`config.mk`:
```
export PLATFORM = sky130hd
export DESIGN_NAME = bnn_layer_sequencer
export DESIGN_NICKNAME = d
export VERILOG_FILES = /design/src/rtl/bnn_pkg.sv /design/src/rtl/bnn_instr_encode.sv /design/src/rtl/bnn_layer_sequencer.sv
export SDC_FILE = /design/constraint.sdc
export NUM_CORES = 1
export LEC_CHECK = 0
export ABC_AREA = 1
export CORE_MARGIN = 2
export CORE_UTILIZATION = 25
export DETAILED_ROUTE_END_ITERATION = 7
export SLEW_MARGIN = 20
export SYNTH_ARGS = -nofsm -noshare
export SYNTH_HDL_FRONTEND = slang
export SYNTH_SLANG_ARGS = --single-unit
```
`constraint.sdc`:
```
create_clock -name clk -period 1.95 [get_ports clk]
set_clock_uncertainty 0.2 [all_clocks]
set_input_delay 0.39 -clock clk [delete_from_list [all_inputs] [get_ports clk]]
set_output_delay 0.39 -clock clk [all_outputs]
set_load 0.02 [all_outputs]
```
`src/rtl/bnn_pkg.sv`:
```
// Shared definitions for the BNN layer sequencer: instruction bit positions,
// FSM state encoding and default geometry.
package bnn_pkg;

    localparam int NGRP_DEF     = 4;
    localparam int LOAD_CYC_DEF = 3;
    localparam int PSUM_LAT_DEF = 2;
    localparam int INSTR_W      = 23;

    localparam int INS_CLR   = 0;
    localparam int INS_SEL   = 1;   // bpug_sel [4:1]
    localparam int INS_SUBHI = 6;   // bpug ctl bit 1: pool sub-pixel MSB / store half
    localparam int INS_CFG   = 8;   // bpug ctl bit 3: core latches config
    localparam int INS_PSUM  = 9;
    localparam int INS_BIN   = 10;
    localparam int INS_BIAS  = 11;
    localparam int INS_POOL  = 12;
    localparam int INS_PSEL  = 13;
    localparam int INS_STORE = 14;
    localparam int INS_IMG   = 15;
    localparam int INS_ISEL  = 16;
    localparam int INS_WGT   = 17;  // wgt_sel [19:17]

    typedef logic [3:0] state_e;

    localparam state_e S_IDLE     = 4'd0;
    localparam state_e S_CFG      = 4'd1;
    localparam state_e S_BIAS0    = 4'd2;
    localparam state_e S_BIAS1    = 4'd3;
    localparam state_e S_CLR      = 4'd4;
    localparam state_e S_LOAD     = 4'd5;
    localparam state_e S_WAIT     = 4'd6;
    localparam state_e S_ADD      = 4'd7;
    localparam state_e S_BIN      = 4'd8;
    localparam state_e S_STORE_LO = 4'd9;
    localparam state_e S_STORE_HI = 4'd10;

endpackage

```
`src/rtl/bnn_instr_encode.sv`:
```
// Combinational mapping of sequencer state and counters onto the 23-bit core
// instruction word; consuming states emit a bubble while the input stalls.
module bnn_instr_encode
    import bnn_pkg::*;
(
    input  state_e             state_i,
    input  logic [3:0]         grp_i,
    input  logic [2:0]         row_i,
    input  logic [1:0]         sub_i,
    input  logic               pool_i,
    input  logic               in_valid_i,
    output logic [INSTR_W-1:0] instr_o,
    output logic               consume_o
);

    always_comb begin
        instr_o   = '0;
        consume_o = (state_i == S_CFG) || (state_i == S_BIAS0) ||
                    (state_i == S_BIAS1) || (state_i == S_LOAD);
        case (state_i)
            S_CFG: begin
                if (in_valid_i) begin
                    instr_o[INS_IMG] = 1'b1;
                    instr_o[INS_CFG] = 1'b1;
                end
            end
            S_BIAS0, S_BIAS1: begin
                if (in_valid_i) instr_o[INS_BIAS] = 1'b1;
            end
            S_CLR: instr_o[INS_CLR] = 1'b1;
            S_LOAD: begin
                // bpug ctl stays 0 here so the core does not reload its config
                if (in_valid_i) begin
                    instr_o[INS_IMG]        = 1'b1;
                    instr_o[INS_ISEL]       = row_i[0];
                    instr_o[INS_WGT +: 3]   = row_i;
                    instr_o[INS_SEL +: 4]   = grp_i;
                end
            end
            S_WAIT: instr_o[INS_SEL +: 4] = grp_i;
            S_ADD: begin
                instr_o[INS_PSUM]     = 1'b1;
                instr_o[INS_SEL +: 4] = grp_i;
            end
            S_BIN: begin
                instr_o[INS_BIN] = 1'b1;
                if (pool_i) begin
                    instr_o[INS_POOL]  = 1'b1;
                    instr_o[INS_SUBHI] = sub_i[1];
                    instr_o[INS_PSEL]  = sub_i[0];
                end
            end
            S_STORE_LO: instr_o[INS_STORE] = 1'b1;
            S_STORE_HI: begin
                instr_o[INS_STORE] = 1'b1;
                instr_o[INS_SUBHI] = 1'b1;
            end
            default: ;
        endcase
    end

endmodule

```
`src/rtl/bnn_layer_sequencer.sv`:
```
// Instruction-issuing master for one BNN compute core: walks config, biases and
// per-pixel load/add/binarise/pool, then streams stored result words out.
module bnn_layer_sequencer
    import bnn_pkg::*;
#(
    parameter int NGRP     = NGRP_DEF,
    parameter int LOAD_CYC = LOAD_CYC_DEF,
    parameter int PSUM_LAT = PSUM_LAT_DEF
) (
    input  logic               clk,
    input  logic               rst,
    input  logic               start,
    input  logic               cfg_pool,
    input  logic [8:0]         cfg_nout,
    input  logic [31:0]        in_data,
    input  logic               in_valid,
    output logic               in_ready,
    output logic [INSTR_W-1:0] instruction,
    output logic [31:0]        core_data,
    input  logic [31:0]        result_bins,
    output logic [31:0]        out_data,
    output logic               out_valid,
    input  logic               out_ready,
    output logic               busy,
    output logic               done
);

    state_e      state_q, state_d;
    logic [3:0]  grp_q, grp_d;
    logic [2:0]  row_q, row_d;
    logic [1:0]  sub_q, sub_d;
    logic [8:0]  pix_q, pix_d;
    logic [8:0]  nout_q, nout_d;
    logic        pool_q, pool_d;
    logic [31:0] out_data_q, out_data_d;
    logic        out_valid_q, out_valid_d;
    logic        busy_q, busy_d;
    logic        done_q, done_d;
    logic        consume;
    logic [8:0]  pix_inc;

    bnn_instr_encode u_encode (
        .state_i    (state_q),
        .grp_i      (grp_q),
        .row_i      (row_q),
        .sub_i      (sub_q),
        .pool_i     (pool_q),
        .in_valid_i (in_valid),
        .instr_o    (instruction),
        .consume_o  (consume)
    );

    assign in_ready  = consume;
    assign core_data = (consume && in_valid) ? in_data : 32'd0;
    assign out_data  = out_data_q;
    assign out_valid = out_valid_q;
    assign busy      = busy_q;
    assign done      = done_q;
    assign pix_inc   = pix_q + 9'd1;

    always_comb begin
        state_d     = state_q;
        grp_d       = grp_q;
        row_d       = row_q;
        sub_d       = sub_q;
        pix_d       = pix_q;
        nout_d      = nout_q;
        pool_d      = pool_q;
        out_data_d  = out_data_q;
        out_valid_d = out_valid_q;
        busy_d      = busy_q;
        done_d      = 1'b0;
        case (state_q)
            S_IDLE: begin
                if (start) begin
                    state_d = S_CFG;
                    busy_d  = 1'b1;
                    pool_d  = cfg_pool;
                    nout_d  = (cfg_nout == 9'd0) ? 9'd1 : cfg_nout;
                    pix_d   = 9'd0;
                    grp_d   = 4'd0;
                    row_d   = 3'd0;
                    sub_d   = 2'd0;
                end
            end
            S_CFG:   if (in_valid) state_d = S_BIAS0;
            S_BIAS0: if (in_valid) state_d = S_BIAS1;
            S_BIAS1: if (in_valid) state_d = S_CLR;
            S_CLR: begin
                state_d = S_LOAD;
                row_d   = 3'd0;
            end
            S_LOAD: begin
                if (in_valid) begin
                    if (row_q == 3'(LOAD_CYC - 1)) begin
                        row_d   = 3'd0;
                        state_d = (PSUM_LAT == 0) ? S_ADD : S_WAIT;
                    end else begin
                        row_d = row_q + 3'd1;
                    end
                end
            end
            S_WAIT: begin
                if (row_q == 3'(PSUM_LAT - 1)) begin
                    row_d   = 3'd0;
                    state_d = S_ADD;
                end else begin
                    row_d = row_q + 3'd1;
                end
            end
            S_ADD: begin
                if (grp_q == 4'(NGRP - 1)) begin
                    grp_d   = 4'd0;
                    state_d = S_BIN;
                end else begin
                    grp_d   = grp_q + 4'd1;
                    state_d = S_LOAD;
                end
            end
            S_BIN: begin
                // Output pixel completes on the last pooled sub-pixel; store every 8 or at the end
                if (!pool_q || sub_q == 2'd3) begin
                    sub_d   = 2'd0;
                    pix_d   = pix_inc;
                    state_d = (pix_inc[2:0] == 3'd0 || pix_inc == nout_q) ? S_STORE_LO : S_CLR;
                end else begin
                    sub_d   = sub_q + 2'd1;
                    state_d = S_CLR;
                end
            end
            S_STORE_LO, S_STORE_HI: begin
                if (!out_valid_q) begin
                    out_data_d  = result_bins;
                    out_valid_d = 1'b1;
                end else if (out_ready) begin
                    out_valid_d = 1'b0;
                    if (state_q == S_STORE_LO) begin
                        state_d = S_STORE_HI;
                    end else if (pix_q == nout_q) begin
                        state_d = S_IDLE;
                        busy_d  = 1'b0;
                        done_d  = 1'b1;
                    end else begin
                        state_d = S_CLR;
                    end
                end
            end
            default: state_d = S_IDLE;
        endcase
    end

    always_ff @(posedge clk or negedge rst) begin
        if (!rst) begin
            state_q     <= S_IDLE;
            grp_q       <= 4'd0;
            row_q       <= 3'd0;
            sub_q       <= 2'd0;
            pix_q       <= 9'd0;
            nout_q      <= 9'd0;
            pool_q      <= 1'b0;
            out_data_q  <= 32'd0;
            out_valid_q <= 1'b0;
            busy_q      <= 1'b0;
            done_q      <= 1'b0;
        end else begin
            state_q     <= state_d;
            grp_q       <= grp_d;
            row_q       <= row_d;
            sub_q       <= sub_d;
            pix_q       <= pix_d;
            nout_q      <= nout_d;
            pool_q      <= pool_d;
            out_data_q  <= out_data_d;
            out_valid_q <= out_valid_d;
            busy_q      <= busy_d;
            done_q      <= done_d;
        end
    end

endmodule

```
Word-level counts from Yosys, hierarchy flattened
Cells that the tools add are included.
{"block": "op_classes", "n_eq_ne": 28, "add_sub_neg": 4, "bitwise": 1, "n_reduce_logical": 25, "mux": 60}
{"op": "$mux W4", "n": 17}
{"op": "$pmux W4 S10", "n": 1}
{"op": "$mux W32", "n": 1}
{"op": "$mux W9", "n": 3}
{"op": "$mux W1", "n": 20}
{"op": "$eq A9 B9 Y1", "n": 2}
{"op": "$ne A2 B2 Y1 const B", "n": 9}
{"op": "$pmux W9 S2", "n": 1}
{"op": "$eq A4 B3 Y1 const B", "n": 4}
{"op": "$pmux W4 S2", "n": 2}
{"op": "$mux W3", "n": 5}
{"op": "$eq A4 B2 Y1 const B", "n": 3}
{"op": "$eq A4 B4 Y1 const B", "n": 3}
{"op": "$pmux W3 S4", "n": 1}
{"op": "$add A9 B1 Y9 const B", "n": 1}
{"op": "$logic_not A9 Y1", "n": 1}
{"op": "$reduce_and A9 Y1", "n": 1}
{"op": "$mux W2", "n": 4}
{"op": "$reduce_and A2 Y1", "n": 4}
{"op": "$ne A2 B1 Y1 const B", "n": 3}
{"op": "$pmux W1 S2", "n": 3}
{"op": "$reduce_and A3 Y1", "n": 2}
{"op": "$reduce_and A6 Y1", "n": 1}
{"op": "$reduce_bool A2 Y1", "n": 3}
{"op": "other kinds (17)", "n": 23}
{"block": "word_totals", "input_bits": 79, "register_bits": 67, "out_inout_bits": 91, "elab_cells": 129}

Logic depth before layout (Yosys ltp)
Gate-level depths: netlist of run 1.
{"block": "logic_depth", "word_depth": 6, "ltp_mapped": 15, "mapped_depth_nobuf": 15}

Hierarchy
Synthesis of run 1 repeated with hierarchy kept, for this count alone.
{"block": "unflattened", "hier_cells": 508, "hier_area_um2": 4041.4}
{"mod": "bnn_layer_sequencer", "area_each_um2": 3734.8, "seq_area_each_um2": 1676.6, "cells_per_inst": 441, "instances": 1}
{"mod": "bnn_instr_encode", "area_each_um2": 306.5, "seq_area_each_um2": 0.0, "cells_per_inst": 67, "instances": 1}

Least setup slack after synthesis of run 1
OpenSTA, ideal clock, no wires.
{"block": "synth_timing", "path_type": "register to output", "startpoint": "register state_q[1]", "endpoint": "output port instruction[6]", "setup_slack_ns": -0.317, "path_buffers": 0, "arrival_time_ns": 1.677, "required_ns": 1.360, "stages_incl_launch_ff": 8, "path_cell_list": "dfrtp_1 -> nor2_1 -> inv_2 -> nor2_2 -> inv_2 -> nor2_1 -> nand2_1 -> nand2_1"}
{"block": "synth_between", "elab_chain_cells": 2, "word_cells_on_any_way": 3, "classes_between": "eq/ne: 2; mux: 1"}
{"item": "start: declaration", "line_no": "bnn_layer_sequencer.sv:28", "rtl": "state_e state_q, state_d;"}
{"item": "start signal: assignment", "line_no": "bnn_layer_sequencer.sv:166", "rtl": "state_q <= state_d;"}
{"item": "$eq A4 B4 Y1", "line_no": "bnn_instr_encode.sv:20", "rtl": "case (state_i)"}
{"item": "$pmux W1 S2 (*)", "line_no": "bnn_instr_encode.sv:20"}
{"item": "end: declaration", "line_no": "bnn_layer_sequencer.sv:18", "rtl": "output logic [INSTR_W-1:0] instruction,"}
Every way passes the cells marked *; elsewhere a longest branch is shown, timed or not.

Worst setup path after layout of run 1
{"block": "layout_timing", "startpoint": "register state_q[1]", "endpoint": "output port core_data[28]"}
{"block": "layout_between", "elab_chain_cells": 6, "word_cells_on_any_way": 9, "classes_between": "eq/ne: 4; mux: 1; reduce/logical: 4"}
{"item": "$eq A4 B1 Y1 or $eq A4 B2 Y1 (tied branches)", "line_no": "bnn_instr_encode.sv:18", "rtl": "consume_o = (state_i == S_CFG) || (state_i == S_BIAS0) ||"}
{"item": "$logic_or A1 B1 Y1 (2 in series)", "line_no": "bnn_instr_encode.sv:18"}
{"item": "$logic_or A1 B1 Y1 (*)", "line_no": "bnn_instr_encode.sv:19", "rtl": "(state_i == S_BIAS1) || (state_i == S_LOAD);"}
{"item": "$logic_and A1 B1 Y1 (*)", "line_no": "bnn_layer_sequencer.sv:54", "rtl": "assign core_data = (consume && in_valid) ? in_data : 32'd0;"}
{"item": "$mux W32 (*)", "line_no": "bnn_layer_sequencer.sv:54"}
{"item": "end: declaration", "line_no": "bnn_layer_sequencer.sv:19", "rtl": "output logic [31:0] core_data,"}
Marked as above.

==> key figures, run 1 <==
Worst setup path
  – Crit-path max cell delay: 0.44 ns
  – Worst Setup Path Type: reg -> out
  – Critical Path, Cell by Cell: inv_4 -> o21ai_4 -> nor2_4 -> nand2_4 -> buf_6 -> buf_16 -> nor2_4 -> buf_6
  – Category of cells accounting for the largest share of critical-path delay: buffers and inverters
  – Type of element capturing the critical path: output port
  – Data required, critical path: 1.36 ns
  – Crit path max-delay cell type: sky130_fd_sc_hd__dfrtp_2
  – Arrival time at the worst endpoint: 1.64 ns
  – Launching element type of the critical path: flop
  – Worst R2R Setup Slack: -0.12 ns
  – Number of cells traversed by the worst register-to-register path: 12
  – Reg-to-reg critical path startpoint: state_q[1]$_DFFE_PN0P_
  – Destination of the worst register-to-register timing path: out_data[27]$_DFFE_PN0P_
  – Maximum fanout encountered on the critical timing path: 5
  – Number of buffer and inverter instances along the worst setup path: 4

Global route
  – Largest net degree at the start of global routing: between 60 and 70
  – Residual overflow from global routing: 0
  – Initial antenna violation count: 0
  – Wire length of the first global-routing pass: ~20,000 um
  – Number of global-route vias before repair: about 4,100
  – Combined global-route utilization of all metal layers: ~15%

Floorplan
  – Rows: between 40 and 50
  – Die span in y: roughly 130 um
  – Area of the core region: roughly 15,000 um2
  – Number of ports placed on the die boundary: 170
  – Floorplan die area: approximately 17,000 um2
  – Initial Util: between 20% and 30%
  – Horiz. Die Dim: around 130 um

Layout
  – Ratio of cells with drive above 1 in the final layout: between 30% and 40%
  – Final layout net count: roughly 800
  – Most frequent standard cell in the layout excluding fill and tap cells: sky130_fd_sc_hd__clkdlybuf4s50_1
  – Multi-input combinational cell area: between 2000 and 2500 um2
  – Register area: 1680 um2
  – Leading cell types in the layout, fill and taps excluded: sky130_fd_sc_hd__clkdlybuf4s50_1 (109), sky130_fd_sc_hd__nand2_1 (84), sky130_fd_sc_hd__inv_1 (79)
  – Post-route design area: 7440 um2
  – Antenna diode instance count: 0
  – Synthesis-to-layout area growth: 89.3%
  – Total of fill cells in the finished design: ~1,400

Logic synthesis
  – Basic-gate share of the synthesized area counting and, or, nand and nor cells: 22.3%
  – Number of warnings reported in the yosys synthesis log: 0
  – Mean Syn Cell Area: 8.36 um2
  – Part of the Yosys area used for sequential elements: approximately 43%
  – Combinational family with the most area after synthesis: simple AND/OR/NAND/NOR gates
  – Number of flip-flops and latches in the synthesized netlist: 67
  – Number of distinct standard cells referenced by the synthesized netlist: 37
  – Post-synthesis instance total: 470
  – Mux share of post-synthesis cell area: about an eighth
  – Post-synthesis share of cell area spent on xor and xnor gates: 2.90%
  – Post-synth design cell area: between 3000 and 4000 um2
  – Compound-Gate Fraction of Synth Area: 6.62%
  – Arithmetic-cell share of the synthesized area counting full adders, half adders and majority gates: between 1 and 1.5%

Power and ir drop
  – Power density relative to cell area: between 1000 and 1500 nW/um2
  – Post-layout power: approximately 7.6 mW
  – Static leakage power: roughly 3.5 nW
  – Max IR drop VDD: approximately 0.44 mV

Placed design
  – Total half-perimeter wirelength after legalization and detailed placement: roughly 8900 um
  – Final RePlAce weighted congestion: ~0.9
  – Port Buffers: ~160
  – Cell area reported after detailed placement: 6420 um2
  – Minimum setup slack after placement: -0.681 ns

Timing
  – Final setup margin: -0.276 ns
  – Min Tclk post-route: 2.23 ns
  – Max frequency: approximately 0.45 GHz
  – Count of final setup violators: 97
  – Worst relative slew slack: between 40 and 50%
  – Setup repair after global routing missed its margin: true
  – Total negative slack for setup checks: -12.55 ns
  – Slew at the pin with the worst max-slew slack: 0.788 ns
  – Hold Violations, Final: 0
  – Worst-case hold slack: 0.312 ns
  – Ratio of final minimum period to clock period: 114%
  – Number of slew-limit violations in the final report: 0

Hold path
  – Worst min-delay path class: reg -> reg
  – Startpoint of the worst hold path: out_data[30]$_DFFE_PN0P_
  – Number of cells on the worst hold path: 1
  – Endpoint, Worst Hold: out_data[30]$_DFFE_PN0P_

Route
  – Iteration count of the initial detailed-routing pass: 4
  – Average wire length per cell after detail routing: about 13 um
  – Initial DRC count: roughly 150
  – Routed vias: approximately 3,900
  – Total length of routed wires: approximately 12,000 um
  – Residual DRC count: 0
  – Via density per instance: roughly 4.2
  – Post-route antenna net violation count: 0

CTS
  – TritonCTS Sinks: 67
  – Number of H-tree levels: 3
  – Clock input transition at the sequential cells of the worst setup and hold paths: ~0.050 ns
  – Clock buffer count from CTS: 9
  – Root buffer selected by CTS: sky130_fd_sc_hd__clkbuf_16
  – CTS Buffer Depth: 2
  – Clock latency at the later pin of the worst-skew pair: 0.32 ns
  – CTS tree: yes

Status
  – Status: finished with violations
  – Violated checks: setup timing

Job
  – Max-capacitance violation count: 0
-- metrics by stage --
stage	utilization (%)	instances
2_1_floorplan	-	474
3_3_place_gp	42.1	889
3_5_place_dp	42.1	889
4_1_cts	46.5	921
5_1_grt	48.7	934
6_report	48.7	934
-- worst max path at each step --
stage / start / endpoint / slack [ns] / cells past startpoint
after floorplan: state_q[1]$_DFFE_PN0P_ / core_data[11] / -0.03 / 6
after global placement: in_valid / core_data[0] / -0.66 / 5
after detailed placement: in_valid / core_data[31] / -0.68 / 5
after CTS: state_q[1]$_DFFE_PN0P_ / core_data[28] / -0.33 / 8
after global routing: state_q[1]$_DFFE_PN0P_ / core_data[28] / -0.36 / 8
final: state_q[1]$_DFFE_PN0P_ / core_data[28] / -0.28 / 8
-- Yosys cell counts, drive strengths merged --
cell / instances / area, um2
xnor2: 4 / 35.0
buf: 13 / 125
nor4: 4 / 25.0
nor3: 6 / 41.3
xor2: 9 / 78.8
clkbuf: 1 / 3.75
o21ai: 27 / 150
a22o: 1 / 8.76
dfrtp: 67 / 1680
nand3b: 1 / 7.51
inv: 92 / 348
nand3: 18 / 90.1
o211ai: 1 / 7.51
nand2: 100 / 404
o22ai: 6 / 37.5
nand4: 1 / 6.26
nor2: 72 / 300
conb: 1 / 3.75
a311oi: 1 / 8.76
a21oi: 8 / 40.0
mux2: 32 / 473
ha: 4 / 50.1
o21a: 1 / 7.51
-- area by class of cell --
| cell class | instances | share of cell area (%) |
|---|---|---|
| timing repair buffer | 245 | 33.9 |
| multi-input combinational | 304 | 31.7 |
| sequential | 67 | 22.6 |
| inverter | 92 | 4.74 |
| tap | 211 | 3.55 |
| clock buffer | 12 | 3.31 |
| clock inverter | 3 | 0.202 |
-- metal layers --
metal / routed length (um) / GRT usage [%]
met5: 0 / 0
met4: 156 / 4.35
met3: 855 / 3.72
met2: 6350 / 26.5
met1: 5030 / 17.5
-- repair_timing --
action,CTS,global route
setup endpoints to repair,94,111
pin swaps,10,16
hold buffers,1,0
hold endpoints to repair,67,0
buffers inserted,10,17
resized for setup,331,91
gates cloned,6,3
-- flip-flops by register name (all words and copies together) (netlist names) --
name,count
busy,1
done,1
grp_q,4
nout_q,9
out_data,32
out_valid,1
pix_q,9
pool_q,1
row_q,3
state_q,4
sub_q,2
-- report_power, final --
part / internal (mW) / leakage, nW / switching (mW)
registers: 1.63 / 0.826 / 0.199
clock network: 0.881 / 0.132 / 0.562
logic: 2.11 / 2.59 / 2.20
-- logic make-up after synthesis --
kind of cell | Yosys count
simple gates | 202
buf+inv | 106
flops | 67
compound gates | 45
mux | 32
xor+xnor | 13
fa+ha+maj | 4
other cells | 1
Power figures use the tool's default switching activity.
==> inputs of run 2 (changes only) <==
--- a/config.mk
+++ b/config.mk
@@ -6,7 +6,7 @@
 export NUM_CORES = 1
 export LEC_CHECK = 0
 export ABC_AREA = 1
-export CORE_MARGIN = 2
+export CORE_MARGIN = 4
 export CORE_UTILIZATION = 25
 export DETAILED_ROUTE_END_ITERATION = 7
 export SLEW_MARGIN = 20
==> run 2 against run 1 <==
Against the previous run: the flow still finishes with violations (setup timing); non-clock buffer count decreased by 13; register-to-register slack about the same; sequential share of layout area increased by 0.34 points; via count decreased by 0.99%; utilization decreased by 0.87 points; design area decreased by 1.4%; power increased by 0.27%; critical path depth unchanged; count of clock-buffer cells in the layout unchanged; worst hold slack got worse by 0.0037 ns; flip-flop and latch count unchanged; first-iteration DRC count decreased by 44%.
==> key figures, run 2 (same netlist as run 1, synthesis figures left out) <==
Status
  – Status: finished with violations
  – Violated checks: setup timing

Layout
  – Antenna diode instance count: 0 (unchanged)
  – Leading cell types in the layout, fill and taps excluded: sky130_fd_sc_hd__clkdlybuf4s50_1 (105), sky130_fd_sc_hd__nand2_1 (88), sky130_fd_sc_hd__inv_1 (78)
  – Final layout net count: 789 (-1.6%)
  – Synthesis-to-layout area growth: 86.6%
  – Post-route design area: 7330 um2 (-1.4%)
  – Max FFs per register: 32 (unchanged)
  – Ratio of cells with drive above 1 in the final layout: 37.5% (-0.93 points)
  – Total of fill cells in the finished design: 1,415 (-0.56%)
  – Most frequent standard cell in the layout excluding fill and tap cells: sky130_fd_sc_hd__clkdlybuf4s50_1

CTS
  – CTS tree: yes
  – Clock latency at the later pin of the worst-skew pair: 0.33 ns (about the same)
  – Number of H-tree levels: 3 (unchanged)
  – Root buffer selected by CTS: sky130_fd_sc_hd__clkbuf_16
  – Clock buffer count from CTS: 9 (unchanged)
  – CTS Buffer Depth: 2 (unchanged)
  – Clock input transition at the sequential cells of the worst setup and hold paths: 0.05 ns (about the same)
  – TritonCTS Sinks: 67 (unchanged)

Timing
  – Final setup margin: -0.298 ns (-0.0219 ns)
  – Number of slew-limit violations in the final report: 0 (unchanged)
  – Ratio of final minimum period to clock period: 115% (+1.1 points)
  – Total negative slack for setup checks: -14.78 ns (-2.22 ns)
  – Count of final setup violators: 87 (-10%)
  – Setup repair after global routing missed its margin: true
  – Min Tclk post-route: 2.25 ns (+0.0219 ns)
  – Hold Violations, Final: 0 (unchanged)
  – Worst relative slew slack: 48.5% (+1.0 points)
  – Worst-case hold slack: 0.308 ns (-0.00371 ns)
  – Slew at the pin with the worst max-slew slack: 0.772 ns (-0.0154 ns)
  – Max frequency: 0.445 GHz (-0.98%)

Global route
  – GR Layer Usage met3: 5.10% (+1.4 points)
  – Met2 track utilization from global routing: 25.0% (-1.6 points)
  – Number of global-route vias before repair: 4,175 (+1.6%)
  – GR Util met1: 14.9% (-2.6 points)
  – Residual overflow from global routing: 0 (unchanged)
  – Largest net degree at the start of global routing: 68 (unchanged)
  – Wire length of the first global-routing pass: 20,000 um (+1.6%)
  – Combined global-route utilization of all metal layers: 13.9% (-0.93 points)
  – Busiest layer in global routing: met2
  – Initial antenna violation count: 0 (unchanged)

Floorplan
  – Number of ports placed on the die boundary: 170 (unchanged)
  – Initial Util: 25.7% (-0.095 points)
  – Floorplan die area: 17,800 um2 (+6.3%)
  – Die span in y: 133 um (+3.1%)
  – Horiz. Die Dim: 133 um (+3.1%)
  – Rows: 45 (unchanged)
  – Area of the core region: 15,300 um2 (+0.37%)

Route
  – Routed vias: 3,902 (-0.99%)
  – Iteration count of the initial detailed-routing pass: 4 (unchanged)
  – Initial DRC count: 81 (-44%)
  – Via density per instance: 4.24 (+0.52%)
  – Post-route antenna net violation count: 0 (unchanged)
  – Residual DRC count: 0 (unchanged)
  – Average wire length per cell after detail routing: 13.6 um (+2.2%)
  – Total length of routed wires: 12,500 um (+0.69%)

Worst setup path
  – Worst Setup Path Type: reg -> out
  – Launching element type of the critical path: flop
  – Data required, critical path: 1.36 ns (about the same)
  – Type of element capturing the critical path: output port
  – Arrival time at the worst endpoint: 1.66 ns (+0.02 ns)
  – Maximum fanout encountered on the critical timing path: 4 (-1)

Placed design
  – Final RePlAce weighted congestion: 0.874 (-1.7%)
  – Total half-perimeter wirelength after legalization and detailed placement: 9220 um (+3.9%)
  – Minimum setup slack after placement: -0.671 ns (+0.00970 ns)
  – Cell area reported after detailed placement: 6380 um2 (-0.70%)
  – Port Buffers: 164 (unchanged)

Hold path
  – Worst min-delay path class: reg -> reg

Power and ir drop
  – Static leakage power: 3.48 nW (-1.8%)
  – Post-layout power: 7.59 mW (+0.27%)
  – Max IR drop VDD: 0.418 mV (-3.9%)
  – Power density relative to cell area: 1040 nW/um2 (+1.7%)

Job
  – Max-capacitance violation count: 0 (unchanged)
run 2: cell types whose count changed in the layout (fill, tap and decap cells not counted), moves of 3 or more:
cell                              previous run  this run
sky130_fd_sc_hd__nor2_2                      2         8
sky130_fd_sc_hd__o21ai_0                    10        17
sky130_fd_sc_hd__nor2_1                     20        17
sky130_fd_sc_hd__nor2_4                     50        47
sky130_fd_sc_hd__clkdlybuf4s50_1           109       105
sky130_fd_sc_hd__nand2_1                    84        88
sky130_fd_sc_hd__o21ai_1                    11         5
sky130_fd_sc_hd__buf_4                      57        48
sky130_fd_sc_hd__buf_6                      62        59
sky130_fd_sc_hd__dlymetal6s2s_1              1         4
sky130_fd_sc_hd__nand2_4                     7         2
run 2: cell type report:
| type | instances | area, um2 | share of cell area [%] |
|---|---|---|---|
| clock buffers | 12 | 267 | 3.63 |
| flip-flops and latches | 67 | 1680 | 22.9 |
| inverters | 92 | 350 | 4.78 |
| well taps | 211 | 264 | 3.60 |
| multi-input cells | 304 | 2320 | 31.7 |
| clock inverters | 2 | 35.0 | 0.478 |
| repair buffers | 232 | 2410 | 32.9 |
run 2: metal layers:
metal  vias up  wire length [um]
li1       1923                 -
met3        20              1070
met5         -                 0
met2       135              6440
met1      1824              4720
met4         0               242
run 2: repair_timing:
action / 4_1_cts / 5_1_grt
setup buffers: 8 / 9
pin swaps: 12 / 13
hold buffers: 1 / 0
resized for setup: 330 / 67
endpoints found under the setup margin: 105 / 111
hold endpoints to repair: 67 / 0
cloned: 5 / 1
run 2: worst paths after layout:
| path | startpoint | end | slack [ns] | cells past startpoint |
|---|---|---|---|---|
| worst min register to register | out_data[26]$_DFFE_PN0P_ | out_data[26]$_DFFE_PN0P_ | 0.31 | 1 |
| worst max-delay path | state_q[1]$_DFFE_PN0P_ | instruction[4] | -0.30 | 8 |
| min in group asynchronous | rst | out_data[31]$_DFFE_PN0P_ | 0.41 | 3 |
| max in group asynchronous | rst | state_q[0]$_DFFE_PN0P_ | 0.83 | 3 |
| worst min-delay path | out_data[26]$_DFFE_PN0P_ | out_data[26]$_DFFE_PN0P_ | 0.31 | 1 |
| worst max register to register | state_q[1]$_DFFE_PN0P_ | out_data[12]$_DFFE_PN0P_ | -0.12 | 11 |
run 2: power by group:
part	leakage (nW)	switching (mW)	internal, mW
registers	0.825	0.202	1.63
logic	2.51	2.14	1.98
clock network	0.151	0.566	1.08
total	3.48	2.91	4.68
run 2: critical path, cell delays in order, from the launching register on:
cell	delay, ns
sky130_fd_sc_hd__dfrtp_1	0.42
sky130_fd_sc_hd__inv_2	0.09
sky130_fd_sc_hd__buf_4	0.14
sky130_fd_sc_hd__buf_6	0.11
sky130_fd_sc_hd__buf_6	0.11
sky130_fd_sc_hd__o21ai_2	0.14
sky130_fd_sc_hd__inv_2	0.08
sky130_fd_sc_hd__nor2_2	0.11
sky130_fd_sc_hd__buf_6	0.13
run 2: per-stage QoR:
| stage | util (%) | instances |
|---|---|---|
| global route | 47.9 | 920 |
| finish | 47.9 | 920 |
| global placement | 41.7 | 885 |
| detailed placement | 41.7 | 885 |
| floorplan | - | 474 |
| CTS | 45.7 | 912 |
==> RTL change, RTL diff (settings of run 1) <==
Change the package constant `INSTR_W` from 23 to 25.
--- a/src/rtl/bnn_pkg.sv
+++ b/src/rtl/bnn_pkg.sv
@@ -5,7 +5,7 @@
     localparam int NGRP_DEF     = 4;
     localparam int LOAD_CYC_DEF = 3;
     localparam int PSUM_LAT_DEF = 2;
-    localparam int INSTR_W      = 23;
+    localparam int INSTR_W      = 25;
 
     localparam int INS_CLR   = 0;
     localparam int INS_SEL   = 1;   // bpug_sel [4:1]
Ports: changed (resized instruction); port bits go from 170 to 172. The function was not compared with the original's and may differ.
==> RTL change against run 1 <==
- die area is 0.37% higher
- clock power is 18% higher
- cell area is 1.4% higher
- the run still ends with negative setup slack left
- power is 7.2% higher
- worst setup slack worse by 0.011 ns
- routed wire length is 2.1% higher
- first-iteration DRC count is 9.0% higher
- sequential cell count stayed put
- area after synthesis is 0.38% higher
==> RTL change: results (changes against run 1) <==
[worst_setup_path]
start_kind = flip-flop
r2r-start = state_q[1]
r2r_cells = 13  ; +1
crit_end = instruction[18]
worstPathArrival_ns = 1.65
worstPathMaxFanout = 3  ; -2
r2r_slack_ns = -0.16  ; -0.04 ns
worstReg2RegEnd = pix_q[7]

[power_and_ir_drop]
p_leak_nw = 3.558  ; +0.27%
p_clk_mw = 1.70  ; +18%
p_switching_mw = 3.139  ; +6.1%
power.share.sequential_pct = 22.8  ; -1.3 points
ir_worst_vdd_mv = 0.4892  ; +12%
power.density_mw_per_mm2 = 1076  ; +5.7%

[route]
via_count = 3977  ; +0.91%
dr_wl_met2_um = 6470  ; +1.9%
routed_wl_um = 12650  ; +2.1%
drt_iter0_drc = 158  ; +9.0%
wl_met1_um = 4844  ; -3.6%
top_layer = met4
firstDrtPassIters = 6  ; +2
met3_length_um = 1046  ; +22%

[cts]
clock_latency_ns = 0.33
cts_hold_buf = 1  ; unchanged
postCtsSetupRepairBufs = 7  ; -3
h-tree-depth = 3  ; unchanged
cts_resized = 330  ; -0.30%
root_buffer = clkbuf_16

[placement]
place_inst = 888  ; -0.11%
gp_congestion = 0.9148  ; +2.9%
hpwl_um = 8656  ; -2.4%

[cells_and_area]
nets = 798  ; -0.50%
fillers = 1343  ; -5.6%
drive_above_1_share_pct = 40.14  ; +1.7 points
instances_no_fill = 931  ; -0.32%

[global_route]
grt_pass1_wl_um = 19040  ; -3.4%
antenna_found_initial = 0  ; unchanged
grt_usage_pct = 14.45  ; -0.35 points
grt_pass1_vias = 4053  ; -1.4%

[sta]
relSlewSlack_pct = 48.62  ; +1.2 points
fin_ws_ns = -0.2872  ; -0.01135 ns
setup_viol = 109  ; +12%
setup_tns_ns = -16.66  ; -4.106 ns

[synth]
seq_area_frac_synth_pct = 42.51  ; -0.16 points
synth-warning-count = 0  ; unchanged
synthCells = 472  ; +0.43%
synth.area.top_cells = dfrtp_1 43%, mux2_4 11%, nand2_1 9.1%
synthTopCellsByCount = 96 x nand2_1, 82 x inv_1, 67 x dfrtp_1

[hold_path]
hold_class = reg -> reg

[status]
failed_checks = negative setup slack
status = finished with violations

-- RTL change: changes by cell type after synthesis --
cell	before	now
buf_4	6	8
-- RTL change: critical path: stages (launching register included) --
cell and delay (ns):
dfrtp_1 0.42, inv_2 0.10, buf_4 0.13, nand2_4 0.06, nor2_4 0.13, nand2_2 0.08, buf_4 0.17, nor2_1 0.09
buf_4 0.14
-- RTL change: metrics by stage --
step	setup WS [ns]	instance area (um2)
6_report	-0.2872	7543
5_1_grt	-0.3825	7543
4_1_cts	-0.3095	7071
3_5_place_dp	-0.6692	6409
3_3_place_gp	-0.6459	6409
2_1_floorplan	-0.03114	4242
-- RTL change: worst min-delay path by stage --
stage                start           end  depth (start not counted)  slack [ns]
6_report       out_data[8]   out_data[8]                          1        0.31
4_1_cts        out_data[8]   out_data[8]                          1        0.31
3_3_place_gp           rst  out_data[17]                          2        0.24
2_1_floorplan          rst          busy                          0       -0.11
3_5_place_dp           rst  out_data[21]                          2        0.24
5_1_grt        out_data[8]   out_data[8]                          1        0.33
-- RTL change: area by class of cell --
class                   instances  area share (%)
multi-input cells             306           32.23
clock inverters                 4          0.6303
repair buffers                239           33.24
flip-flops and latches         67           22.23
clock buffers                  12           3.533
inverters                      92           4.644
well taps                     211           3.500
-- RTL change: cell families after synthesis --
logic type | count (synthesis) | synth area share (%)
AO/OA/AOI/OAI | 45 | 6.600
AND/OR/NAND/NOR | 202 | 22.18
buffers and inverters | 108 | 12.47
XOR/XNOR | 13 | 2.887
adder cells (fa/ha/maj) | 4 | 1.269
flip-flops | 67 | 42.51
other | 1 | 0.09509
multiplexers | 32 | 11.99
-- RTL change: per-layer routing --
metal | track usage, % | vias up
li1 | - | 1930
met1 | 15.57 | 1862
met2 | 26.21 | 163
met3 | 4.666 | 22
met4 | 5.629 | 0
met5 | 0 | -
